**src/rtl/snake_px_responder.sv**
```systemverilog
// Avalon-MM pixel-write slave: decodes (x,y), posts writes through a small FIFO into a linear frame buffer.
// Optional coherent pixel readback is built when SNAKE_PX_READBACK_EN is defined.
module snake_px_responder #(
    parameter int X_LSB      = 1,
    parameter int Y_LSB      = 10,
    parameter int NUM_X      = 320,
    parameter int NUM_Y      = 240,
    parameter int FIFO_DEPTH = 4
) (
    input  logic        clk,
    input  logic        reset_n,
    input  logic [31:0] avs_address,
    input  logic        avs_write,
    input  logic [15:0] avs_writedata,
    input  logic        avs_read,
    output logic [15:0] avs_readdata,
    output logic        avs_waitrequest,
    output logic [16:0] fb_addr,
    output logic        fb_we,
    output logic [15:0] fb_wdata,
    output logic        fb_re,
    input  logic [15:0] fb_rdata,
    input  logic        fb_ready,
    output logic [15:0] oob_count
);

    localparam int AW = $clog2(FIFO_DEPTH);

    logic [8:0]  px_x;
    logic [7:0]  px_y;
    logic        px_in_range;
    logic [16:0] px_lin;

    assign px_x        = avs_address[X_LSB +: 9];
    assign px_y        = avs_address[Y_LSB +: 8];
    assign px_in_range = (32'(px_x) < NUM_X) && (32'(px_y) < NUM_Y);
    assign px_lin      = 17'({px_y, 8'b0}) + 17'({px_y, 6'b0}) + 17'(px_x);

    logic [16:0] addr_mem_q [FIFO_DEPTH];
    logic [15:0] data_mem_q [FIFO_DEPTH];
    logic [AW-1:0] wr_ptr_q, rd_ptr_q;
    logic [AW:0]   count_q;
    logic [15:0]   oob_q;

    logic fifo_full, fifo_empty;
    logic wr_accept, push, pop, oob_hit;
    logic rd_block, rd_wait;

    assign fifo_full  = (count_q == (AW+1)'(FIFO_DEPTH));
    assign fifo_empty = (count_q == '0);
    assign wr_accept  = avs_write & ~fifo_full;
    assign push       = wr_accept & px_in_range;
    assign oob_hit    = wr_accept & ~px_in_range;
    assign pop        = ~fifo_empty & fb_ready & ~rd_block;

    assign fb_we           = pop;
    assign fb_wdata        = pop ? data_mem_q[rd_ptr_q] : '0;
    assign oob_count       = oob_q;
    assign avs_waitrequest = (avs_write & fifo_full) | rd_wait;

    always_ff @(posedge clk or negedge reset_n) begin
        if (!reset_n) begin
            for (int unsigned i = 0; i < FIFO_DEPTH; i++) begin
                addr_mem_q[i] <= '0;
                data_mem_q[i] <= '0;
            end
            wr_ptr_q <= '0;
            rd_ptr_q <= '0;
            count_q  <= '0;
            oob_q    <= '0;
        end else begin
            if (push) begin
                addr_mem_q[wr_ptr_q] <= px_lin;
                data_mem_q[wr_ptr_q] <= avs_writedata;
                wr_ptr_q             <= wr_ptr_q + AW'(1);
            end
            if (pop) begin
                rd_ptr_q <= rd_ptr_q + AW'(1);
            end
            case ({push, pop})
                2'b10:   count_q <= count_q + (AW+1)'(1);
                2'b01:   count_q <= count_q - (AW+1)'(1);
                default: count_q <= count_q;
            endcase
            if (oob_hit && (oob_q != '1)) begin
                oob_q <= oob_q + 16'd1;
            end
        end
    end

`ifdef SNAKE_PX_READBACK_EN
    typedef enum logic [2:0] {IDLE, RD_DRAIN, RD_ISSUE, RD_WAIT, RD_DONE} rd_state_e;

    rd_state_e   state_q, state_d;
    logic [16:0] rd_addr_q, rd_addr_d;
    logic        rd_oob_q, rd_oob_d;
    logic [15:0] rdata_q, rdata_d;

    always_ff @(posedge clk or negedge reset_n) begin
        if (!reset_n) begin
            state_q   <= IDLE;
            rd_addr_q <= '0;
            rd_oob_q  <= 1'b0;
            rdata_q   <= '0;
        end else begin
            state_q   <= state_d;
            rd_addr_q <= rd_addr_d;
            rd_oob_q  <= rd_oob_d;
            rdata_q   <= rdata_d;
        end
    end

    // A concurrent write wins the cycle and the read FSM holds; a dropped read aborts to IDLE.
    always_comb begin
        state_d   = state_q;
        rd_addr_d = rd_addr_q;
        rd_oob_d  = rd_oob_q;
        rdata_d   = rdata_q;
        fb_re     = 1'b0;
        if (avs_read && !avs_write) begin
            case (state_q)
                IDLE: begin
                    state_d   = RD_DRAIN;
                    rd_addr_d = px_lin;
                    rd_oob_d  = ~px_in_range;
                end
                RD_DRAIN: begin
                    if (fifo_empty) begin
                        if (rd_oob_q) begin
                            rdata_d = '0;
                            state_d = RD_DONE;
                        end else begin
                            state_d = RD_ISSUE;
                        end
                    end
                end
                RD_ISSUE: begin
                    fb_re = fb_ready;
                    if (fb_ready) state_d = RD_WAIT;
                end
                RD_WAIT: begin
                    rdata_d = fb_rdata;
                    state_d = RD_DONE;
                end
                RD_DONE:  state_d = IDLE;
                default:  state_d = IDLE;
            endcase
        end else if (!avs_read) begin
            state_d = IDLE;
        end
    end

    assign rd_block     = (state_q == RD_ISSUE);
    assign rd_wait      = avs_read & ~avs_write & (state_q != RD_DONE);
    assign avs_readdata = (state_q == RD_DONE) ? rdata_q : '0;
    assign fb_addr      = pop ? addr_mem_q[rd_ptr_q] : (fb_re ? rd_addr_q : '0);
`else
    logic unused_inputs;
    assign unused_inputs = ^{avs_read, fb_rdata};
    assign rd_block      = 1'b0;
    assign rd_wait       = 1'b0;
    assign fb_re         = 1'b0;
    assign avs_readdata  = '0;
    assign fb_addr       = pop ? addr_mem_q[rd_ptr_q] : '0;
`endif

    logic unused_addr_bits;
    assign unused_addr_bits = ^avs_address;

    rd_wr_exclusive: assert property (@(posedge clk) disable iff (!reset_n) !(avs_read && avs_write));

endmodule

```
**config.mk**
```make
export PLATFORM = sky130hd
export DESIGN_NAME = snake_px_responder
export DESIGN_NICKNAME = d
export VERILOG_FILES = /design/src/rtl/snake_px_responder.sv
export SDC_FILE = /design/constraint.sdc
export NUM_CORES = 1
export LEC_CHECK = 0
export CAP_MARGIN = 20
export CORE_ASPECT_RATIO = 1.2
export CORE_MARGIN = 2
export CORE_UTILIZATION = 53
export DETAILED_ROUTE_END_ITERATION = 7
export PLACE_DENSITY = 0.9
export REMOVE_ABC_BUFFERS = 1
export SYNTH_ARGS = -nofsm -noshare
export SYNTH_HDL_FRONTEND = slang
export SYNTH_SLANG_ARGS = --single-unit
```
**constraint.sdc**
```tcl
create_clock -name clk -period 2.6 [get_ports clk]
set_input_delay 0.39 -clock clk [delete_from_list [all_inputs] [get_ports clk]]
set_output_delay 0.39 -clock clk [all_outputs]
set_load 0.01 [all_outputs]
```
# Word level (Yosys, flattened, before mapping)
# Index checks and enable logic that the tools add are counted.
# word_totals
register_bits	155
out_inout_bits	68
# op_classes
add_sub_neg	7
order_cmp	5
n_eq_ne	4
mux	15
bitwise	10
reduce_logical	5
# ops
cell	count
$bwmux W68	1
$mux W17	4
$bwmux W64	1
$mux W16	4
$bmux W17 S2	1
$demux W17 S2	1
$bmux W16 S2	1
$demux W16 S2	1
$add A16 B14 Y17	1
$add A17 B9 Y17	1
$add A16 B1 Y16 const B	1
$ne A16 B16 Y1 const B	1
$lt A9 B9 Y1 const B	1
$lt A8 B8 Y1 const B	1
$ge A3 B3 Y1 const B	2
$not A2 Y3	2
$pmux W3 S2	1
$and A1 B1 Y1	5
$add A2 B1 Y2 const B	2
$add A3 B1 Y3 const B	1
$eq A3 B3 Y1 const B	1
$logic_and A1 B1 Y1	3
$logic_not A3 Y1	1
$lt A3 B1 Y1 const B	1
other kinds (5)	7

# Logic depth before layout (Yosys ltp)
# Gate-level depths: netlist of the first run.
# logic_depth
word_depth	6
mapped_depth	9
mapped_depth_nobuf	9

# Worst setup path after synthesis of the first run
# Ideal clock, no wire load.
# synth_path
kind	input -> register
from	input port avs_address[9]
to	register addr_mem_q[13] (netlist name)
setup_ps	136
arrival_ps	2268
t_required_ps	2464
setup_slack_ps	195
cell_stages	8
path_cell_list	inv_1 > fa_1 > fa_1 > nor2b_1 > o31a_1 > nor4_1 > a311oi_1 > o21ai_0
# synth_between
elab_chain_len	3
word_cells_on_any_way	5
classes_between	1 x add/sub; 1 x order compare; 1 x mux; 1 x bitwise; 1 x reduce/logical
# synth_rtl
item	line	source
from (decl)	12	input logic [31:0] avs_address,
branches (longest 3 deep; another with $add A17 B9 Y17)	n/a	
to (signal, indexed assignment)	73	addr_mem_q[wr_ptr_q] <= px_lin;
to (decl)	39	logic [16:0] addr_mem_q [FIFO_DEPTH];
# Parallel ways; which one is timed is not known.
# A chain may end at the register's enable or synchronous reset.

# Worst setup path after layout of the first run
# layout_path
from	register rd_ptr_q[0]
to	output port fb_wdata[4]
# layout_between
elab_chain_len	5
# layout_rtl
item	line	source
from (decl)	41	logic [AW-1:0] wr_ptr_q, rd_ptr_q;
from (signal assigned)	78	rd_ptr_q <= rd_ptr_q + AW'(1);
$not A2 Y3 (not written as such)	57	assign fb_wdata = pop ? data_mem_q[rd_ptr_q] : '0;
$bmux W16 S2	57	
$mux W16 (not written as such) (2 in series)	57	
$mux W16	57	
to (decl)	20	output logic [15:0] fb_wdata,
# No other way between the ends. The select of a mux whose other input is x is not followed.

==> flow_metrics.tcl, run 1 <==
set metrics [dict create \
    tightest_slew_ps 650 \
    core_area_um2 14400 \
    drv_slew 0 \
    firstDrtPassIters 4 \
    whs_ps 476 \
    final_area_um2 9840 \
    nets 793 \
    die_area_um2 15800 \
    worstPathMaxFanout 5 \
    grt_usage_pct 23.3 \
    drtIter0Drc 266 \
    powerDensity_nw_per_um2 1150 \
    clk_path_buf_depth 2 \
    dpl.hpwl_mm 10.9 \
    die_y_um 137 \
    cts_tree "done" \
    rsz0062_at_grt "no" \
    skew_ps 5.98 \
    placed_cell_area_um2 9040 \
    place.gp.congestion 0.798 \
    wl_mm 17.3 \
    status "finished clean" \
    grt_pass1_vias 5692 \
    max_stage_delay_ps 500 \
    vias 5114 \
    antenna_found_initial 0 \
    finalCritPeriodShare_pct 96.3 \
    async_flop_share_pct 100 \
    yosys_register_bits 155 \
    cap_violations 0 \
    diodes 0 \
    synth_area_per_cell_um2 13.5 \
    maxSlewHeadroom_pct 56.7 \
    floorplan.initialDensity_pct 54.3 \
    htreeDepth 4 \
    clk_pin_slew_worst_paths_ps 60 \
    fmax_mhz 399 \
    row_count 48 \
    worstPathArrival_ps 2110 \
    wl_per_cell_um 19.4 \
    cp_data_required_time_ps 2210 \
    yosysWarnings 0 \
    synth-edff-count 0 \
    area_growth_pct 25.6 \
    synth_seq_area_share_pct 49.5 \
    min_period_ps 2500 \
    critical_path_class "flop to output pin" \
    clk_root_buffer_cell "clkbuf_16" \
    crit_chain "buf_4 -> buf_12 -> mux4_2 -> and2_1 -> dlygate4sd2_1" \
    p_leak_nw 4.45 \
    numCtsBuffers 17 \
    crit_slowest_cell "mux4_2" \
    numPortBuffers 87 \
    drive_gt1_share_pct 34.6 \
    antenna_left 0 \
    insertion_delay_ps 420 \
    max-vdd-ir-drop_mv 0.577 \
    hold_viol 0 \
    die_w_um 115 \
    synth_cells 580 \
    grt_max_degree 68 \
    setup_viol 0 \
    clkSinkCount 155 \
    hp-class "primary input to flop" \
    synth-main-ff-cell "dfrtp_1" \
    grt_pass1_wl_mm 28.1 \
    drc 0 \
    pin_count 137 \
    startpoint_type "flop" \
    end_kind "output pin" \
    grt_overflow 0 \
    vias_per_cell 5.76 \
    post_synth_instance_area_um2 7830 \
    synth_cell_types 47 \
]
-- worst max-delay path, delay by kind of cell (launching register included) --
kind | cells | cell delay (ps)
mux | 1 | 500
simple gates | 1 | 180
flops | 1 | 450
buf+inv | 3 | 560
-- cells in the mapped netlist, types with 2 or more instances --
cell type  count  area share (%)
a21oi_1        8            0.51
a31oi_1        2            0.16
and2_1        35             2.8
and3_1         2            0.16
and4_1         2            0.22
buf_2         21             1.3
buf_4         17             1.6
clkbuf_1       7            0.34
dfrtp_1      155              50
fa_1           3            0.77
ha_1          21             3.4
inv_1         15            0.72
mux2_2       118              17
mux2i_1        5            0.64
mux4_2        33             9.5
nand2_1       25             1.2
nand2b_1       3            0.24
nand3_1        8            0.51
nand4_1        7            0.56
nand4b_1       4            0.45
nor2_1        18            0.86
nor2b_1        2            0.16
o211ai_1       5            0.48
o21a_1         2            0.19
o21ai_0       17             1.1
o31a_1         2            0.22
or2_2          2            0.16
xnor2_1       18             2.0
xor2_1         5            0.56
-- layout make-up --
cell class	instances	area (um^2)
clock buffer	20	437
clock inverter	12	173
fill	947	4580
inverter	15	56.3
multi-input combinational	379	3720
sequential	155	3880
tap	175	219
timing repair buffer	132	1350
-- power breakdown --
| part | switching, mW | leakage [nW] | total, mW | internal (mW) |
|---|---|---|---|---|
| combinational | 1.80 | 2.26 | 4.57 | 2.77 |
| clock | 0.966 | 0.294 | 2.57 | 1.60 |
| sequential | 0.639 | 1.89 | 4.19 | 3.55 |
-- layer usage --
layer / GRT usage [%] / up-vias / routed length (um)
met5: 0 / - / 0
met3: 5.54 / 27 / 856
met2: 41.6 / 153 / 9290
li1: - / 2291 / -
met4: 9.24 / 0 / 334
met1: 26.9 / 2643 / 6780
-- logic make-up (layout without fill, tap and decap cells) --
group	Yosys count	count (layout)	synth area share, %
multiplexers	157	157	27.3
AO/OA/AOI/OAI	44	44	4.03
other	1	17	0.0479
buffers and inverters	62	179	4.22
AND/OR/NAND/NOR	114	114	8.18
flip-flops	155	155	49.5
adder cells (fa/ha/maj)	24	24	4.12
XOR/XNOR	23	23	2.57
-- worst paths after layout --
kind | slack, ps | cells after the start | start | to
worst max-delay path | 100 | 5 | rd_ptr_q[0] | fb_wdata[4]
worst min-delay path | 480 | 3 | avs_address[10] | addr_mem_q[57]
worst max register to register | 340 | 8 | count_q[0] | count_q[2]
worst min register to register | 490 | 2 | addr_mem_q[8] | addr_mem_q[8]
max in group asynchronous | 1220 | 3 | reset_n | data_mem_q[7]
min in group asynchronous | 530 | 2 | reset_n | oob_count[8]
-- metrics by stage --
step / util, % / instances / setup slack, ps / TNS (ps) / power (mW)
after CTS: 67.8 / 886 / -7.45 / -7.45 / 11.4
after global routing: 68.2 / 888 / 10.8 / 0 / 12.0
after detailed placement: 62.7 / 843 / -499 / -11620 / 8.67
after floorplan: - / 549 / -71.8 / -10540 / 6.98
final: 68.2 / 888 / 95.7 / 0 / 11.3
after global placement: 62.7 / 843 / -408 / -9340 / 8.36
-- cell usage in the layout (no fill, tap or decap), types with 4 or more instances in the layout --
cell type | synthesis | routed
nand4b_1 | 4 | 4
mux2_2 | 118 | 118
xnor2_1 | 18 | 18
nand2_1 | 25 | 25
nand3_1 | 8 | 8
clkdlybuf4s50_1 | 0 | 49
clkinv_2 | 0 | 4
and2_1 | 35 | 35
nor2_1 | 18 | 18
xor2_1 | 5 | 5
buf_6 | 1 | 4
clkdlybuf4s15_1 | 0 | 5
bufinv_16 | 0 | 4
dlygate4sd2_1 | 0 | 24
buf_4 | 17 | 31
mux4_2 | 33 | 33
conb_1 | 1 | 17
buf_12 | 0 | 9
a21oi_1 | 8 | 8
dlymetal6s2s_1 | 0 | 8
nand4_1 | 7 | 7
dfrtp_1 | 155 | 153
o21ai_0 | 17 | 17
ha_1 | 21 | 19
inv_1 | 15 | 12
o211ai_1 | 5 | 5
clkbuf_16 | 0 | 17
-- flip-flops by register name (all words and copies together), names as in the netlist --
signal and flops:
count_q 3, addr_mem_q 68, wr_ptr_q 2, rd_ptr_q 2
oob_count 16, data_mem_q 64
-- repair_timing --
| action | in CTS | in global routing |
|---|---|---|
| cloned | 1 | 0 |
| endpoints found under the hold margin | 42 | 0 |
| hold buffers | 1 | 0 |
| pin swaps | 6 | 5 |
| buffers inserted | 9 | 2 |
| endpoints found under the setup margin | 48 | 17 |
| gates resized for setup | 40 | 20 |
(Power assumes the default switching activity.)
==> run 2: changes to the inputs <==
--- a/config.mk
+++ b/config.mk
@@ -10,6 +10,7 @@
 export CORE_MARGIN = 2
 export CORE_UTILIZATION = 53
 export DETAILED_ROUTE_END_ITERATION = 7
+export MAX_ROUTING_LAYER = met4
 export PLACE_DENSITY = 0.9
 export REMOVE_ABC_BUFFERS = 1
 export SYNTH_ARGS = -nofsm -noshare
==> run 2 against run 1 <==
Maximum frequency about the same. Routed wire length is essentially flat. Critical endpoint is now fb_wdata[0]. Critical path type unchanged. Register-to-register slack barely moved. Clock skew up 1.6 ps. Non-clock buffer count did not move.
==> flow_metrics.tcl, run 2 (synthesis results as in run 1) <==
set metrics [dict create \
    status "finished clean" \
    numPortBuffers 87 \
    grt_overflow 0 \
    fmax_mhz 400 \
    die_y_um 137 \
    max_stage_delay_ps 490 \
    fill_cells 947 \
    powerDensity_nw_per_um2 1150 \
    vias_per_cell 5.77 \
    antenna_left 0 \
    finalCritPeriodShare_pct 96.3 \
    hp-class "primary input to flop" \
    multi_input_area_um2 3720 \
    grt_max_degree 68 \
    grt_pass1_vias 5697 \
    final_common_cell "dfrtp_1" \
    regMostFlops "addr_mem_q" \
    grt_use_met2_pct 41.7 \
    die_area_um2 15800 \
    drc 0 \
    core_area_um2 14400 \
    top_usage_layer "met2" \
    clk_path_buf_depth 2 \
    clk_pin_slew_worst_paths_ps 60 \
    wl_per_cell_um 19.4 \
    place.gp.congestion 0.809 \
    firstDrtPassIters 4 \
    diodes 0 \
    whs_ps 485 \
    grt_usage_pct 23.9 \
    insertion_delay_ps 420 \
    antenna_found_initial 0 \
    p_leak_nw 4.45 \
    drive_gt1_share_pct 34.6 \
    nets 793 \
    skew_ps 7.58 \
    final_cells 888 \
    floorplan.initialDensity_pct 54.3 \
    crit_chain "buf_6 -> bufbuf_16 -> mux4_2 -> and2_1 -> clkdlybuf4s15_1" \
    rsz0062_at_grt "no" \
    largest_reg_flops 68 \
    maxSlewHeadroom_pct 57.0 \
    end_kind "output pin" \
    use_met3_pct 4.43 \
    htreeDepth 4 \
    placed_cell_area_um2 9040 \
    tns_ps 0 \
    vias 5125 \
    setup_viol 0 \
    worstPathArrival_ps 2110 \
    crit_slowest_cell "mux4_2" \
    tightest_slew_ps 645 \
    use_met1_pct 27.3 \
    worstPathMaxFanout 5 \
    final_cell_mix "dfrtp_1, mux2_2, clkdlybuf4s50_1" \
    numCtsBuffers 17 \
    post-place-ws_ps -499 \
    grt_pass1_wl_mm 28.0 \
    cpLargestDelayFamily "buffers and inverters" \
    drtIter0Drc 250 \
    min_period_ps 2500 \
    cap_violations 0 \
    cts_tree "done" \
    row_count 48 \
    drv_slew 0 \
    die_w_um 115 \
    clk_root_buffer_cell "clkbuf_16" \
    wl_mm 17.2 \
    cp_data_required_time_ps 2210 \
    cp_num_buf_inv 3 \
    area_growth_pct 25.6 \
    critical_path_class "flop to output pin" \
    dpl.hpwl_mm 10.9 \
    max-vdd-ir-drop_mv 0.578 \
    startpoint_type "flop" \
    seqCellArea_um2 3880 \
    pin_count 137 \
    final_area_um2 9840 \
    hold_viol 0 \
    fin_ws_ps 97.5 \
    clkSinkCount 155 \
    placed_cells 843 \
]
==> run 2: cell counts in the layout (fill, tap and decap cells not counted) <==
Identical to the previous run, type by type.
==> run 2: layout make-up <==
class	instances	area share [%]
Clock inverter	12	1.76
Tap cell	175	2.23
Sequential cell	155	39.5
Clock buffer	20	4.44
Timing Repair Buffer	132	13.7
Inverter	15	0.572
Multi-Input combinational cell	379	37.8
==> run 2: stage by stage <==
stage	power (mW)	utilization, %
global placement	8.36	62.7
detailed placement	8.67	62.7
floorplan	6.98	-
finish	11.3	68.2
global route	12.0	68.2
CTS	11.4	67.8
==> run 2: per-layer routing <==
layer / routed length (um) / share of wire, %
met1: 6910 / 40
met3: 731 / 4.2
met5: 0 / 0
met4: 335 / 1.9
met2: 9270 / 54
==> run 2: worst register-to-register path: stages, from the launching register on <==
cell,delay (ps)
dfrtp_1,430
or3b_1,500
nand3_1,170
ha_1,200
inv_1,60
fa_1,380
xor2_1,160
nor2_1,110
xor2_1,170
==> run 2: final timing paths <==
kind	start	end	slack, ps	cells after the start
max reg2reg	count_q[0]	count_q[2]	350	8
min in group asynchronous	reset_n	addr_mem_q[28]	540	2
max	rd_ptr_q[0]	fb_wdata[0]	100	5
min	avs_address[10]	addr_mem_q[57]	490	3
max in group asynchronous	reset_n	data_mem_q[7]	1210	3
min reg2reg	addr_mem_q[8]	addr_mem_q[8]	490	2
==> run 2: power by group <==
| part | internal, mW | switching [mW] |
|---|---|---|
| clock network | 1.60 | 0.967 |
| logic | 2.77 | 1.80 |
| registers | 3.55 | 0.637 |
==> run 2: timing repair <==
action | 4_1_cts | 5_1_grt
endpoints found under the setup margin | 48 | 18
setup buffers | 9 | 2
hold buffers | 1 | 0
cloned | 1 | 0
pin swaps | 6 | 5
resized for setup | 40 | 20
endpoints found under the hold margin | 42 | 0
==> RTL edit 1, RTL diff (settings of run 1) <==
Set the parameter `FIFO_DEPTH` to 8 (it was 4).
--- a/src/rtl/snake_px_responder.sv
+++ b/src/rtl/snake_px_responder.sv
@@ -5,7 +5,7 @@
     parameter int Y_LSB      = 10,
     parameter int NUM_X      = 320,
     parameter int NUM_Y      = 240,
-    parameter int FIFO_DEPTH = 4
+    parameter int FIFO_DEPTH = 8
 ) (
     input  logic        clk,
     input  logic        reset_n,
Check against the original RTL: not equivalent (a bounded check fails within 10 cycles, from zero or initial values and one cycle with reset_n low).
==> RTL edit 1 against run 1 <==
  * The flow now finishes with violations (negative setup slack)
  * Area after synthesis up 80%
  * Total power is 92% higher
  * Worst setup slack worse by 0.37 ns
  * Hold slack got worse by 0.081 ns
  * Combinational power is 99% higher
  * Sequential cell count rose by 135
  * Routed wire length grew to 2.5 times the old value
  * Final area up 72%
==> RTL edit 1: results <==
[finish]
fill_cells = 1699
largest_register_ffs = 136
num-nets-final = 1676

[worst_setup_path]
cp.arrival_ns = 2.49
cp_top_family = "multiplexers"
crit_path_top_delay_cell = "dfrtp_4"
critPathMaxStageDelay_ns = 0.52

[place]
place_inst = 1852
placed_area_um2 = 15500
routabilityCongestion = 0.825
hpwl_mm = 23.7

[logic_synthesis]
seq_area_frac_synth = 0.515
synthMuxAreaShare = 0.138
synthTopCellsByCount = "nand2_1 (719), dfrtp_1 (290), mux4_2 (66)"
postSynthAreaPerCell_um2 = 9.66

[outcome]
violations = "negative setup slack"
status = "finished with violations"

[timing]
period_needed_ns = 2.88
setup_ws_ns = -0.278
setup_viol = 33
finalSetupTns_ns = -3.47
fin_crit_sh = 1.11

[detailed_routing]
viasPerCell = 6.20
dr_total_vias = 12000
drt_iter0_markers = 1597
drt_wl_total_mm = 43.8
wl_met2_mm = 21.2
firstDrtPassIters = 6
m1WireLength_mm = 14.0
wl_met3_mm = 4.93

[grt]
grt_pass1_vias = 12900
grt_pass1_wl_mm = 67.8

[clock_network]
clk_path_buf_depth = 3
h-tree-depth = 1

[power]
p_sw_w = 0.00799

[worst_hold_path]
hp-class = "input port to asynchronous set/reset pin"
RTL edit 1: worst paths after layout:
kind / from / end / depth (start not counted)
max reg2reg: count_q[3] / addr_mem_q[115] / 8
min: reset_n / addr_mem_q[43] / 2
max in group asynchronous: reset_n / addr_mem_q[41] / 3
min reg2reg: addr_mem_q[87] / addr_mem_q[87] / 2
max: rd_ptr_q[0] / fb_addr[6] / 7
min in group clk: addr_mem_q[87] / addr_mem_q[87] / 2
RTL edit 1: cell type report:
class                      instances  area [um2]  share of cell area
clock buffer                      34         752              0.0446
clock inverter                    16         265              0.0157
inverter                           7        26.3             0.00156
multi-input combinational       1053        6230               0.369
sequential                       290        7260               0.431
tap                              335         419              0.0248
timing repair buffer             205        1920               0.114
RTL edit 1: routing by layer:
| layer | vias to the layer above | global-route usage |
|---|---|---|
| li1 | 4931 | - |
| met1 | 5805 | 0.348 |
| met2 | 961 | 0.520 |
| met3 | 337 | 0.0648 |
| met4 | 0 | 0.223 |
| met5 | - | 0 |
RTL edit 1: kinds of logic after synthesis:
| kind of cell | after synthesis |
|---|---|
| and+or+nand+nor | 810 |
| buffers and inverters | 132 |
| adders and majority gates | 23 |
| xor gates and xnor gates | 29 |
| AOI/OAI and AO/OA | 64 |
| DFF | 290 |
| muxes | 110 |
| other | 1 |
RTL edit 1: timing repair:
action                     CTS  global route
cloned                       1             0
hold endpoints to repair    77             0
setup endpoints to repair   38            43
resized for setup          138            48
hold buffers                 1             0
pin swaps                    5             9
buffers inserted            29            12
RTL edit 1: metrics by stage:
step,setup WS [ns],total power [W]
after floorplan,-1.35,0.0126
after global placement,-0.322,0.0151
after detailed placement,-0.448,0.0157
after CTS,-0.274,0.0209
after global routing,-0.292,0.0227
final,-0.278,0.0217
==> RTL edit 2, RTL diff (flow settings as in run 1) <==
Without the edit above. Put one more register stage on the output `oob_count`. The value now appears one clock later. The other outputs are not delayed to match.
--- a/src/rtl/snake_px_responder.sv
+++ b/src/rtl/snake_px_responder.sv
@@ -55,7 +55,9 @@
 
     assign fb_we           = pop;
     assign fb_wdata        = pop ? data_mem_q[rd_ptr_q] : '0;
-    assign oob_count       = oob_q;
+    always_ff @(posedge clk) begin
+        oob_count <= oob_q;
+    end
     assign avs_waitrequest = (avs_write & fifo_full) | rd_wait;
 
     always_ff @(posedge clk or negedge reset_n) begin
Check against the original RTL: not equivalent (a bounded check fails within 4 cycles, from zero or initial values and one cycle with reset_n low).
==> RTL edit 2 against run 1 <==
  * Worst setup slack got worse by 0.038 ns
  * Routed wire length grew 1.9%
  * Die area up 4.0%
  * Area after synthesis is 4.1% higher
  * Cell count is 4.8% higher
  * Non-clock buffer count stayed put
  * Critical path depth rose by 6
  * Sequential cell count grew 16
  * Final area rose by 2.5%
  * Critical endpoint is now addr_mem_q[66]
  * Clock skew grew 0.0023 ns
  * Sequential power is 7.4% higher
  * Via count grew 0.57%
  * Total power increased by 1.6%
==> RTL edit 2: results <==
[outcome]
status = "complete, no violations"

[finish]
drive_above_1_share = 0.330
fill_cells = 1052
fin_cells = 931
num-nets-final = 809

[logic_synthesis]
synthArstFlopShare = 0.906
seq_area_frac_synth = 0.515
synth_area_leaders = "dfrtp_1 (48%), mux2_2 (16%), mux4_2 (9.1%), dfxtp_1 (3.9%), ha_1 (3.2%)"
synth_xor_area_frac = 0.0247
synthMuxAreaShare = 0.262
ys_types = 48
synthAdderAreaFrac = 0.0396
synth_compound_area_frac = 0.0387
netlist_instances = 596

[detailed_routing]
wl_per_cell_um = 18.9
viasPerCell = 5.52
drt_iter0_markers = 269

[place]
place_inst = 885
placed_area_um2 = 9400
dpl_worst_slack_ns = -0.600
hpwl_mm = 11.6
routabilityCongestion = 0.796

[worst_setup_path]
cp-endpoint = "addr_mem_q[66]"
crit_path_top_delay_cell = "clkdlybuf4s50_1"
cp.arrival_ns = 2.83
crit_start = "avs_address[11]"
cp_max_fo = 4
critPathMaxStageDelay_ns = 0.43
cp_top_family = "compound AO/OA/AOI/OAI gates"

[grt]
grt_pass1_vias = 5657
grt_pass1_wl_mm = 28.6
grt_max_degree = 63
grtUsageTotal = 0.227

[clock_network]
postCtsSetupBuffers = 1
clockRootBuffer = "clkbuf_16"
clk_pin_slew_ns = 0.06
postCtsResizedCells = 36

[power]
p_leak_nw = 4.49
ir_drop_mv = 0.738
power-per-cell-area_nw_per_um2 = 1140
pwr-share-clk = 0.213
p_sw_w = 0.00344

[timing]
holdWs_ns = 0.430
finalClockSkew_ns = 0.00831
fmax_mhz = 393
max-slew-margin-rel = 0.625

[worst_hold_path]
hp-start = "oob_q[1]"
hold_end = "oob_count[1]"
hold_depth = 0
hp-class = "register to register"
==> RTL edit 2: changes by cell type after synthesis <==
cell and delta:
dfxtp_1 +16
==> RTL edit 2: cell type report <==
cell class | count | area [um2] | area share
Multi-Input combinational cell | 379 | 3690 | 0.366
Inverter | 15 | 56.3 | 0.00558
Clock inverter | 11 | 130 | 0.0129
Tap cell | 204 | 255 | 0.0253
Timing Repair Buffer | 132 | 1310 | 0.130
Clock buffer | 19 | 433 | 0.0429
Sequential cell | 171 | 4200 | 0.417
==> RTL edit 2: cell families (layout without fill, tap and decap cells) <==
logic type	after synthesis	after routing
other	1	17
AOI/OAI and AO/OA	44	44
and+or+nand+nor	114	114
DFF	171	171
adders and majority gates	24	24
xor gates and xnor gates	23	23
muxes	157	157
buffers and inverters	62	177
==> RTL edit 2: layer usage <==
metal,global-route usage,wire length [um]
met5,0,0
met2,0.396,9510
met1,0.279,7150
met3,0.0536,698
met4,0.0650,219
